`src/rtl/sni_match_pkg.sv`:
```
// Shared types and constants for the SNI/LDAPS shift-and matcher and its table loader.
package sni_match_pkg;

  localparam int unsigned MASK_W_DEF   = 8;
  localparam int unsigned ADDR_W_DEF   = 8;
  localparam int unsigned TBL_DEPTH    = 2 ** ADDR_W_DEF;
  localparam logic [7:0]  WILDCARD_DEF = 8'h2A;

  typedef enum logic [2:0] {
    ST_IDLE,
    ST_CAPTURE,
    ST_CLEAR,
    ST_WRITE,
    ST_VERIFY,
    ST_DONE
  } state_e;

endpackage

```
`src/rtl/sni_mask_word_gen.sv`:
```
// Table word for the byte at pattern position i_idx: bit i cleared where that position matches it.
module sni_mask_word_gen
  import sni_match_pkg::*;
#(
  parameter  int unsigned MASK_W = MASK_W_DEF,
  localparam int unsigned LEN_W  = $clog2(MASK_W + 1),
  localparam int unsigned IDX_W  = $clog2(MASK_W)
) (
  input  logic [MASK_W-1:0][7:0] i_pat,
  input  logic [LEN_W-1:0]       i_len,
  input  logic [MASK_W-1:0]      i_wc,
  input  logic [IDX_W-1:0]       i_idx,
  output logic [MASK_W-1:0]      o_word_c
);

  always_comb begin
    o_word_c = '1;
    for (int unsigned i = 0; i < MASK_W; i++) begin
      if ((LEN_W'(i) < i_len) && (i_wc[i] || (i_pat[i] == i_pat[i_idx]))) begin
        o_word_c[i] = 1'b0;
      end
    end
  end

endmodule

```
`src/rtl/sni_mask_table_loader.sv`:
```
// Captures a pattern, then clears and programs the shift-and mask RAM through one write port.
// Optional SNI_LOADER_READBACK_EN adds a read-back VERIFY pass with sticky o_verify_err.
module sni_mask_table_loader
  import sni_match_pkg::*;
#(
  parameter  int unsigned MASK_W        = MASK_W_DEF,
  parameter  int unsigned ADDR_W        = ADDR_W_DEF,
  parameter  logic [7:0]  WILDCARD_BYTE = WILDCARD_DEF,
  localparam int unsigned LEN_W         = $clog2(MASK_W + 1),
  localparam int unsigned IDX_W         = $clog2(MASK_W)
) (
  input  logic              i_clk,
  input  logic              i_rst_n,
  input  logic              i_cfg_start,
  input  logic              i_pat_valid,
  input  logic [7:0]        i_pat_data,
  input  logic              i_pat_last,
  output logic              o_pat_ready,
  output logic              o_tbl_we,
  output logic [ADDR_W-1:0] o_tbl_addr,
  output logic [MASK_W-1:0] o_tbl_din,
  output logic [MASK_W-1:0] o_wc_mask,
  output logic [IDX_W-1:0]  o_accept_idx,
  output logic              o_busy,
  output logic              o_done,
  output logic              o_err
`ifdef SNI_LOADER_READBACK_EN
  ,
  input  logic [MASK_W-1:0] i_tbl_dout,
  output logic              o_verify_err
`endif
);

  state_e                  state_q, state_d;
  logic [MASK_W-1:0][7:0]  pat_q, pat_d;
  logic [LEN_W-1:0]        len_q, len_d;
  logic [MASK_W-1:0]       wc_q, wc_d;
  logic [ADDR_W-1:0]       cnt_q, cnt_d;
  logic [LEN_W-1:0]        j_q, j_d;
  logic [IDX_W-1:0]        acc_q, acc_d;
  logic                    err_q, err_d;
  logic                    busy_q, busy_d;
  logic                    done_q, done_d;
  logic                    ready_q, ready_d;
  logic                    we_q, we_d;
  logic [ADDR_W-1:0]       addr_q, addr_d;
  logic [MASK_W-1:0]       din_q, din_d;
  logic [MASK_W-1:0]       word_c;
  logic [IDX_W-1:0]        jx_c;
  logic                    xfer_c;

  assign jx_c   = j_q[IDX_W-1:0];
  assign xfer_c = i_pat_valid && ready_q;

  sni_mask_word_gen #(.MASK_W(MASK_W)) u_word_gen (
    .i_pat    (pat_q),
    .i_len    (len_q),
    .i_wc     (wc_q),
    .i_idx    (jx_c),
    .o_word_c (word_c)
  );

`ifdef SNI_LOADER_READBACK_EN
  logic              chk1_q, chk1_d, chk2_q, verr_q;
  logic [MASK_W-1:0] exp1_q, exp1_d, exp2_q;
`endif

  // Next state; write-port outputs are registered from the current state, one cycle behind it.
  always_comb begin
    state_d = state_q;
    pat_d   = pat_q;
    len_d   = len_q;
    wc_d    = wc_q;
    cnt_d   = cnt_q;
    j_d     = j_q;
    acc_d   = acc_q;
    err_d   = err_q;
    we_d    = 1'b0;
    addr_d  = '0;
    din_d   = '0;
`ifdef SNI_LOADER_READBACK_EN
    chk1_d  = 1'b0;
    exp1_d  = '0;
`endif
    case (state_q)
      ST_IDLE: begin
        if (i_cfg_start) begin
          state_d = ST_CAPTURE;
          err_d   = 1'b0;
          pat_d   = '0;
          len_d   = '0;
          wc_d    = '0;
          acc_d   = '0;
        end
      end
      ST_CAPTURE: begin
        if (xfer_c) begin
          if (len_q == LEN_W'(MASK_W)) begin
            err_d   = 1'b1;
            state_d = ST_IDLE;
          end else begin
            pat_d[len_q[IDX_W-1:0]] = i_pat_data;
            if (i_pat_data == WILDCARD_BYTE) wc_d[len_q[IDX_W-1:0]] = 1'b1;
            len_d = len_q + LEN_W'(1);
            acc_d = len_q[IDX_W-1:0];
            if (i_pat_last) begin
              state_d = ST_CLEAR;
              cnt_d   = '0;
            end
          end
        end
      end
      ST_CLEAR: begin
        we_d   = 1'b1;
        addr_d = cnt_q;
        din_d  = ~wc_q;
        cnt_d  = cnt_q + ADDR_W'(1);
        if (cnt_q == '1) begin
          state_d = ST_WRITE;
          j_d     = '0;
        end
      end
      ST_WRITE: begin
        we_d   = !wc_q[jx_c];
        addr_d = ADDR_W'(pat_q[jx_c]);
        din_d  = word_c;
        j_d    = j_q + LEN_W'(1);
        if (j_q == len_q - LEN_W'(1)) begin
`ifdef SNI_LOADER_READBACK_EN
          state_d = ST_VERIFY;
`else
          state_d = ST_DONE;
`endif
          j_d = '0;
        end
      end
`ifdef SNI_LOADER_READBACK_EN
      // One extra cycle beyond len covers the RAM read latency of the last compare.
      ST_VERIFY: begin
        if (j_q < len_q) begin
          addr_d = ADDR_W'(pat_q[jx_c]);
          chk1_d = !wc_q[jx_c];
          exp1_d = word_c;
        end
        j_d = j_q + LEN_W'(1);
        if (j_q == len_q) state_d = ST_DONE;
      end
`endif
      ST_DONE:  state_d = ST_IDLE;
      default:  state_d = ST_IDLE;
    endcase
    ready_d = (state_d == ST_CAPTURE);
    busy_d  = (state_d != ST_IDLE);
    done_d  = (state_q == ST_DONE);
  end

  always_ff @(posedge i_clk or negedge i_rst_n) begin
    if (!i_rst_n) begin
      state_q <= ST_IDLE;
      pat_q   <= '0;
      len_q   <= '0;
      wc_q    <= '0;
      cnt_q   <= '0;
      j_q     <= '0;
      acc_q   <= '0;
      err_q   <= 1'b0;
      busy_q  <= 1'b0;
      done_q  <= 1'b0;
      ready_q <= 1'b0;
      we_q    <= 1'b0;
      addr_q  <= '0;
      din_q   <= '0;
    end else begin
      state_q <= state_d;
      pat_q   <= pat_d;
      len_q   <= len_d;
      wc_q    <= wc_d;
      cnt_q   <= cnt_d;
      j_q     <= j_d;
      acc_q   <= acc_d;
      err_q   <= err_d;
      busy_q  <= busy_d;
      done_q  <= done_d;
      ready_q <= ready_d;
      we_q    <= we_d;
      addr_q  <= addr_d;
      din_q   <= din_d;
    end
  end

`ifdef SNI_LOADER_READBACK_EN
  // Expected word travels alongside the read address, then waits one cycle for the RAM data.
  always_ff @(posedge i_clk or negedge i_rst_n) begin
    if (!i_rst_n) begin
      chk1_q <= 1'b0;
      chk2_q <= 1'b0;
      exp1_q <= '0;
      exp2_q <= '0;
      verr_q <= 1'b0;
    end else begin
      chk1_q <= chk1_d;
      exp1_q <= exp1_d;
      chk2_q <= chk1_q;
      exp2_q <= exp1_q;
      if (state_q == ST_IDLE && i_cfg_start) verr_q <= 1'b0;
      else if (chk2_q && (i_tbl_dout != exp2_q)) verr_q <= 1'b1;
    end
  end

  assign o_verify_err = verr_q;
`endif

  assign o_pat_ready  = ready_q;
  assign o_tbl_we     = we_q;
  assign o_tbl_addr   = addr_q;
  assign o_tbl_din    = din_q;
  assign o_wc_mask    = wc_q;
  assign o_accept_idx = acc_q;
  assign o_busy       = busy_q;
  assign o_done       = done_q;
  assign o_err        = err_q;

endmodule

```
`config.mk`:
```
export PLATFORM = sky130hd
export DESIGN_NAME = sni_mask_table_loader
export DESIGN_NICKNAME = d
export VERILOG_FILES = /design/src/rtl/sni_match_pkg.sv /design/src/rtl/sni_mask_word_gen.sv /design/src/rtl/sni_mask_table_loader.sv
export SDC_FILE = /design/constraint.sdc
export NUM_CORES = 1
export LEC_CHECK = 0
export ABC_AREA = 1
export BUFFER_PORTS_ARGS = -buffer_cell sky130_fd_sc_hd__buf_2
export CORE_ASPECT_RATIO = 1.2
export CORE_MARGIN = 5
export CORE_UTILIZATION = 25
export CTS_BUF_LIST = sky130_fd_sc_hd__clkbuf_8
export CTS_CLUSTER_DIAMETER = 30
export DETAILED_ROUTE_END_ITERATION = 10
export PLACE_DENSITY = 0.49
export SYNTH_ARGS = -nofsm -noshare
export SYNTH_HDL_FRONTEND = slang
export SYNTH_HIERARCHICAL = 1
export SYNTH_SLANG_ARGS = --single-unit
```
`constraint.sdc`:
```
create_clock -name i_clk -period 1.85 [get_ports i_clk]
set_input_delay 0.185 -clock i_clk [delete_from_list [all_inputs] [get_ports i_clk]]
set_output_delay 0.185 -clock i_clk [all_outputs]
set_load 0.02 [all_outputs]
```
== Yosys cells after proc, flatten, opt, wreduce, memory -nomap -nowiden ==
Cells that the tools add are included.
Word-level totals
  register bits: 115
  input port bits: 13
  output and inout port bits: 32
  word-level logic and storage cells: 146
Cells by class
  $add $sub $neg: 4
  order comparisons: 11
  eq/ne operators: 24
  muxes and demuxes: 55
  bitwise logic cells: 2
  reductions and logical operators: 29
Operators with widths (count)
  64-bit two-way mux: 3
  64-bit one-hot mux with 2 select lines: 1
  8-bit two-way mux: 9
  64-bit bitwise mux: 1
  8-bit == test: 8
  8-bit one-hot mux with 2 select lines: 4
  3-bit two-way mux: 9
  8-bit binary-select mux with 3-bit select: 1
  8-bit demux with 3-bit select: 1
  4-bit two-way mux: 5
  3-bit by 4-bit less-than comparator with 1-bit output (first input constant): 4
  4-bit one-hot mux with 2 select lines: 2
  2-bit != test (second input constant): 7
  1-bit two-way mux: 13
  3-bit one-hot mux with 4 select lines: 1
  4-bit AND reduction: 3
  1-bit logical AND: 10
  4-bit by 1-bit adder with 4-bit output (second input constant): 2
  8-bit by 1-bit adder with 8-bit output (second input constant): 1
  8-bit by 6-bit == test with 1-bit output (second input constant): 1
  8-bit == test (second input constant): 1
  1-bit logical OR: 8
  1-bit by 4-bit less-than comparator with 1-bit output (first input constant): 2
  2-bit by 4-bit less-than comparator with 1-bit output (first input constant): 2
  20 further kinds: 26

== Longest topological paths before layout ==
  word-level depth: 9
  gate-level depth with buffers: 17

== Modules after synthesis ==
Netlist, hierarchy kept.
By module, submodules not included
  sni_mask_table_loader: instances 1, cells each 740, area each 5664.2 µm²
  sni_mask_word_gen: instances 1, cells each 481, area each 2329.7 µm²

== Least setup slack after synthesis ==
No wires, ideal clock.
  path kind: register to register
  from: register len_q[1]
  to: register pat_q[63] in the netlist's numbering
  setup time: 0.117 ns
  arrival time: 1.697 ns
  setup slack: 0.036 ns
  cell stages (with the launch flop): 13
  cells stage by stage: dfrtp_1 buf_2 inv_1 ha_1 nand3_1 nand2_1 nand2_2 nand3_4 inv_4 buf_6 nand2_2 nand2_1 nand2_1
On the way
  cells in the longest elaborated chain, start to end: 8
  elaborated cells between the ends (all ways): 12
  those cells by class: 2 x order compare; 2 x eq/ne; 6 x mux; 2 x reduce/logical
Ends and longest elaborated chain
  start, declared: RTL line sni_mask_table_loader.sv:36  | logic [LEN_W-1:0] len_q, len_d;
  start signal, assigned: RTL line sni_mask_table_loader.sv:176  | len_q <= len_d;
  3-bit by 4-bit less-than comparator with 1-bit output (not written as such) / 3-bit by 1-bit >= comparator with 1-bit output (equally long branches): RTL line sni_mask_table_loader.sv:102  | pat_d[len_q[IDX_W-1:0]] = i_pat_data;
  1-bit logical AND (not written as such): RTL line sni_mask_table_loader.sv:102
  8-bit two-way mux (not written as such): RTL line sni_mask_table_loader.sv:102
  8-bit demux with 3-bit select: RTL line sni_mask_table_loader.sv:102
  64-bit bitwise mux: RTL line sni_mask_table_loader.sv:102
  64-bit two-way mux: RTL line sni_mask_table_loader.sv:98  | if (len_q == LEN_W'(MASK_W)) begin
  64-bit two-way mux: RTL line sni_mask_table_loader.sv:97  | if (xfer_c) begin
  64-bit one-hot mux with 2 select lines: RTL line sni_mask_table_loader.sv:85  | case (state_q)
  end signal, assigned: RTL line sni_mask_table_loader.sv:175  | pat_q <= pat_d;
  end, declared: RTL line sni_mask_table_loader.sv:35  | logic [MASK_W-1:0][7:0] pat_q, pat_d;
Parallel ways exist; a longest one is shown, timed or not. The select of a mux whose other input is x is not followed.
A chain may end at the register's enable or synchronous reset.

== Worst setup path in the final report ==
  from: register j_q[0]
  to: register din_q[5], in the netlist o_tbl_din[5]
On the way
  cells in the longest elaborated chain, start to end: 7
Ends and longest elaborated chain
  start, declared: RTL line sni_mask_table_loader.sv:39  | logic [LEN_W-1:0] j_q, j_d;
  start signal, assigned: RTL line sni_mask_table_loader.sv:179  | j_q <= j_d;
  8-bit binary-select mux with 3-bit select: RTL line sni_mask_word_gen.sv:19  | if ((LEN_W'(i) < i_len) && (i_wc[i] || (i_pat[i] == i_pat[i_idx]))) begin
  8-bit two-way mux (not written as such): RTL line sni_mask_word_gen.sv:19
  8-bit == test: RTL line sni_mask_word_gen.sv:19
  1-bit logical OR: RTL line sni_mask_word_gen.sv:19
  1-bit logical AND: RTL line sni_mask_word_gen.sv:19
  1-bit two-way mux: RTL line sni_mask_word_gen.sv:19
  net word_c[5]: RTL line sni_mask_table_loader.sv:48  | logic [MASK_W-1:0] word_c;
  8-bit one-hot mux with 2 select lines: RTL line sni_mask_table_loader.sv:85
  net din_d[5]: RTL line sni_mask_table_loader.sv:47  | logic [MASK_W-1:0] din_q, din_d;
  end signal, assigned: RTL line sni_mask_table_loader.sv:187  | din_q <= din_d;
  end, declared: RTL line sni_mask_table_loader.sv:47
The timed path passes the listed nets, and every way through them passes these cells. The select of a mux whose other input is x is not followed.

==> out/results.txt <==
Number of slew-limit violations in the final report: 0. TritonCTS built the clock tree. The most common cell after layout, fill and taps aside was sky130_fd_sc_hd__nand2_1.

The main combinational cell family by area after synthesis is simple AND/OR/NAND/NOR gates. The simple-gate portion of the synthesized area works out to 0.467. In this run, synthesis inferred 0 flip-flops with an integrated enable. The xor and xnor fraction of the mapped netlist area is 0.00877, and the maximum root-to-sink buffer count is 2. The final non-filler cell total was 1849; the final critical path time including I/O delays and setup was 2.06 ns. The initialized floorplan defines 71 standard-cell rows. The number of global-route vias before repair was 8699. The tightest min-delay check is of the input pin to flip-flop type. The mux share of post-synthesis cell area works out to 0. The setup violation total in the final timing report was 8; the area of the die was 35700 µm².

The combined flip-flop and latch cell area is 2880 µm². The aggregate global-route resource usage came out at 0.193. The later pin in the worst-skew pair is clocked with a latency of 0.47 ns. The initial standard-cell utilization of the core was 0.254. The post-synth net total is 1239, and the worst hold path cell count is 3.

In the synthesized netlist the dominant register cell turns out to be sky130_fd_sc_hd__dfrtp_1. For hold timing, the worst endpoint is o_pat_ready. For the pin count of the biggest net entering global routing, the log shows 42.

The flow ran to the end, but the final reports show violations. The number of clock buffers added by TritonCTS is 17. After clock tree synthesis, the clock-pin slew on the worst setup and hold paths is 0.07 ns. The total of buffers placed on input and output ports is 44. The launch instance of the worst min-delay path is i_cfg_start. The number of hold-slack violations in the final timing report is 0. The H-tree was split into 4 levels.

The initial antenna violation count was 0. For the number of antenna cells inserted, the log shows 0. The proportion of register bits with asynchronous set or reset after synthesis came out at 1.00. The highest fanout seen on the critical path was 7. In this run the critical register-to-register path is captured at o_tbl_din[5].

The adder and majority cell fraction of the synthesized area came out at 0.00783. The analysis attributes to cell leakage a power of 0.00581 µW. In this run the critical register-to-register path is launched from j_q[0]. The root buffer cell chosen for the clock tree is sky130_fd_sc_hd__clkbuf_8. The share of the clock period used by the worst path after layout was 1.11; the number of detailed-routing iterations run before antenna repair was 5.

The tools report the pre-CTS setup slack as -0.466 ns. The multi-input combinational cells in the finished layout cover a total of 4790 µm². VDD sags by at most 0.992 mV. In this run the vertical extent of the chip is 206 µm. The final HPWL from detailed placement was 25.0 mm. The die is 173 µm wide. The transition at the pin with the smallest max-transition slack came out at 0.531 ns.

The final layout contains routed wiring with a total length of 34.8 mm. The power per standard cell area was 1930 nW/µm²; the area growth from synthesis to final layout was 38.5%. The layout net count came out at 1453. The kind of start point of the critical path was a flip-flop.

The worst setup path is of the flip-flop to flip-flop kind. The smallest setup slack after layout is -0.211 ns, and the number of vias per cell after detailed routing is 4.84. Internal power comes to 10200 µW. The CTS sink count was 115. The share of the synthesized area in the top cell type works out to 0.360. The share of power burned in registers is 0.175, and the fraction of the mapped netlist area in compound gates is 0.0628. Distinct cell type count after synthesis: 37. The top cell types in the final layout, fill and taps aside, are sky130_fd_sc_hd__nand2_1, sky130_fd_sc_hd__buf_4, sky130_fd_sc_hd__nand3_1.

The wire length of the first global-routing pass was 52.4 mm. After detailed routing, the number of remaining DRC violations is 0. In this run, synthesis produced a sequential element count of 115.

Dividing the detail-routed wire length by the instance count gives 18.8 µm. Across all register-to-register paths, the minimum setup slack is -0.21 ns. The detail route stage leaves a number of antenna-violating nets equal to 0.

The layout has 3440 filler cells. Number of cells after detailed placement: 1779. The total negative slack for setup checks was -1.50 ns; the top-level I/O count was 45.

Data on the critical path arrives at its endpoint at 2.41 ns. Yosys attributes the largest share of cell area to sky130_fd_sc_hd__dfrtp_1, sky130_fd_sc_hd__nand2_1, sky130_fd_sc_hd__nand3_1. The tools report the sequential share of the synthesized area as 0.360.

In this run the cell area of the synthesized design comes to 7990 µm². Based on the critical path, the design can be clocked at up to 0.485 GHz. The final-layout worst hold slack is 0.0484 ns, and the total core area is 31400 µm².

The tools report the clock network fraction of design power as 0.128. Max-cap violations in this run came to 0. The worst setup skew after layout was 0.0186 ns.

The checks that failed: setup timing. The congestion estimate from routability-driven global placement came to 0.943. The average cell area after synthesis came out at 6.55 µm². The switching power as a share of total power is 0.523. Setup repair after global routing could not meet its margin everywhere.

For the worst-case headroom to the max-slew limit, the log shows 0.646. For the number of vias in the routed layout, the log shows 8944. The run gives 0.697 as the combinational fraction of design power. The logs give 0 for the global route total overflow and 749 for the DRC marker count from the first detailed-route iteration. The share of layout cells above drive strength 1 came out at 0.275. The count of yosys warnings during synthesis was 6. The worst setup path is captured at a flip-flop.

For the data required time at the worst endpoint, the log shows 2.20 ns. Summed over all nets, the switching power comes to 11200 µW. The post-synthesis cell type with the largest combined area was sky130_fd_sc_hd__dfrtp_1.

The depth of the worst register-to-register path is 16. Synthesis produced a netlist whose cell count is 1221.
-- power by group through the flow --
stage | sequential (µW) | clock, µW | combinational (µW)
final | 3740 | 2730 | 14900
after global routing | 3800 | 2900 | 16100
after CTS | 3710 | 2780 | 13700
after detailed placement | 3730 | 0 | 12600
after global placement | 3740 | 0 | 12600
after floorplan | 3850 | 0 | 6980
-- critical path, cell delays in order (launching register included) --
cell                      delay, ns
sky130_fd_sc_hd__dfrtp_2       0.50
sky130_fd_sc_hd__inv_4         0.08
sky130_fd_sc_hd__buf_12        0.14
sky130_fd_sc_hd__buf_6         0.11
sky130_fd_sc_hd__nand2_2       0.05
sky130_fd_sc_hd__nand3_2       0.09
sky130_fd_sc_hd__nand3_4       0.19
sky130_fd_sc_hd__buf_6         0.13
sky130_fd_sc_hd__nand3_2       0.08
sky130_fd_sc_hd__nand2_2       0.11
sky130_fd_sc_hd__nand3_2       0.09
sky130_fd_sc_hd__nor2_4        0.12
sky130_fd_sc_hd__nand2_2       0.06
sky130_fd_sc_hd__nand2_1       0.06
sky130_fd_sc_hd__nand2_1       0.04
sky130_fd_sc_hd__nand2_1       0.06
sky130_fd_sc_hd__o21ai_1       0.05
-- worst max-delay path by stage --
stage | startpoint | end | depth (start not counted)
after CTS | j_q[0] | o_tbl_din[0] | 15
after detailed placement | j_q[0] | o_tbl_din[1] | 15
final | j_q[0] | o_tbl_din[5] | 16
after global placement | j_q[0] | o_tbl_din[1] | 15
after global routing | j_q[0] | o_tbl_din[6] | 16
after floorplan | len_q[1] | pat_q[63] | 12
-- sequential cells by signal, indices dropped and copies added, names as in the netlist, 3 cells and up --
signal	flops
cnt_q	8
j_q	4
o_tbl_din	8
state_q	3
pat_q	64
o_wc_mask	8
len_q	4
o_accept_idx	3
o_tbl_addr	8
-- kinds of logic (layout without fill, tap and decap cells) --
logic type | count (synthesis) | after routing
buffers and inverters | 174 | 398
adders and majority gates | 5 | 5
and+or+nand+nor | 830 | 833
AOI/OAI and AO/OA | 89 | 89
xor gates and xnor gates | 8 | 8
DFF | 115 | 115
-- cell type report --
cell class                 instances  share of cell area
tap                              401              0.0453
timing repair buffer             232               0.175
sequential                       115               0.260
clock buffer                      19              0.0236
multi-input combinational        935               0.433
clock inverter                    13              0.0166
inverter                         134              0.0470
-- synthesized netlist by cell type, types with 8 or more instances --
master and number:
sky130_fd_sc_hd__inv_1 119, sky130_fd_sc_hd__nand2_4 9, sky130_fd_sc_hd__o21ai_0 61, sky130_fd_sc_hd__nand3_2 14, sky130_fd_sc_hd__dfrtp_1 115, sky130_fd_sc_hd__nand3_4 14
sky130_fd_sc_hd__clkbuf_1 16, sky130_fd_sc_hd__nand3_1 167, sky130_fd_sc_hd__nor2_1 98, sky130_fd_sc_hd__o21ai_1 8, sky130_fd_sc_hd__o211ai_1 10, sky130_fd_sc_hd__nand2_1 510
sky130_fd_sc_hd__buf_2 9
-- per-stage QoR --
stage | total power (µW) | cell area, µm² | utilization
floorplan | 10800 | 7990 | -
global placement | 16400 | 9770 | 0.311
detailed placement | 16300 | 9770 | 0.311
CTS | 20100 | 10700 | 0.339
global route | 22800 | 11100 | 0.352
finish | 21400 | 11100 | 0.352
-- timing repair --
| item | CTS | global route |
|---|---|---|
| resized for setup | 67 | 82 |
| pin swaps | 28 | 45 |
| cloned | 1 | 3 |
| buffers inserted | 16 | 11 |
| hold buffers | 8 | 0 |
| endpoints found under the hold margin | 33 | 0 |
| endpoints found under the setup margin | 9 | 44 |
-- layer usage --
metal  global-route usage  share of wire  vias to the layer above
met5                    0              0                        -
li1                     -              -                     4289
met2                0.323           0.47                      298
met1                0.236           0.41                     4251
met4                0.110          0.062                        0
met3               0.0357          0.054                      106
Power figures use the tool's default switching activity.
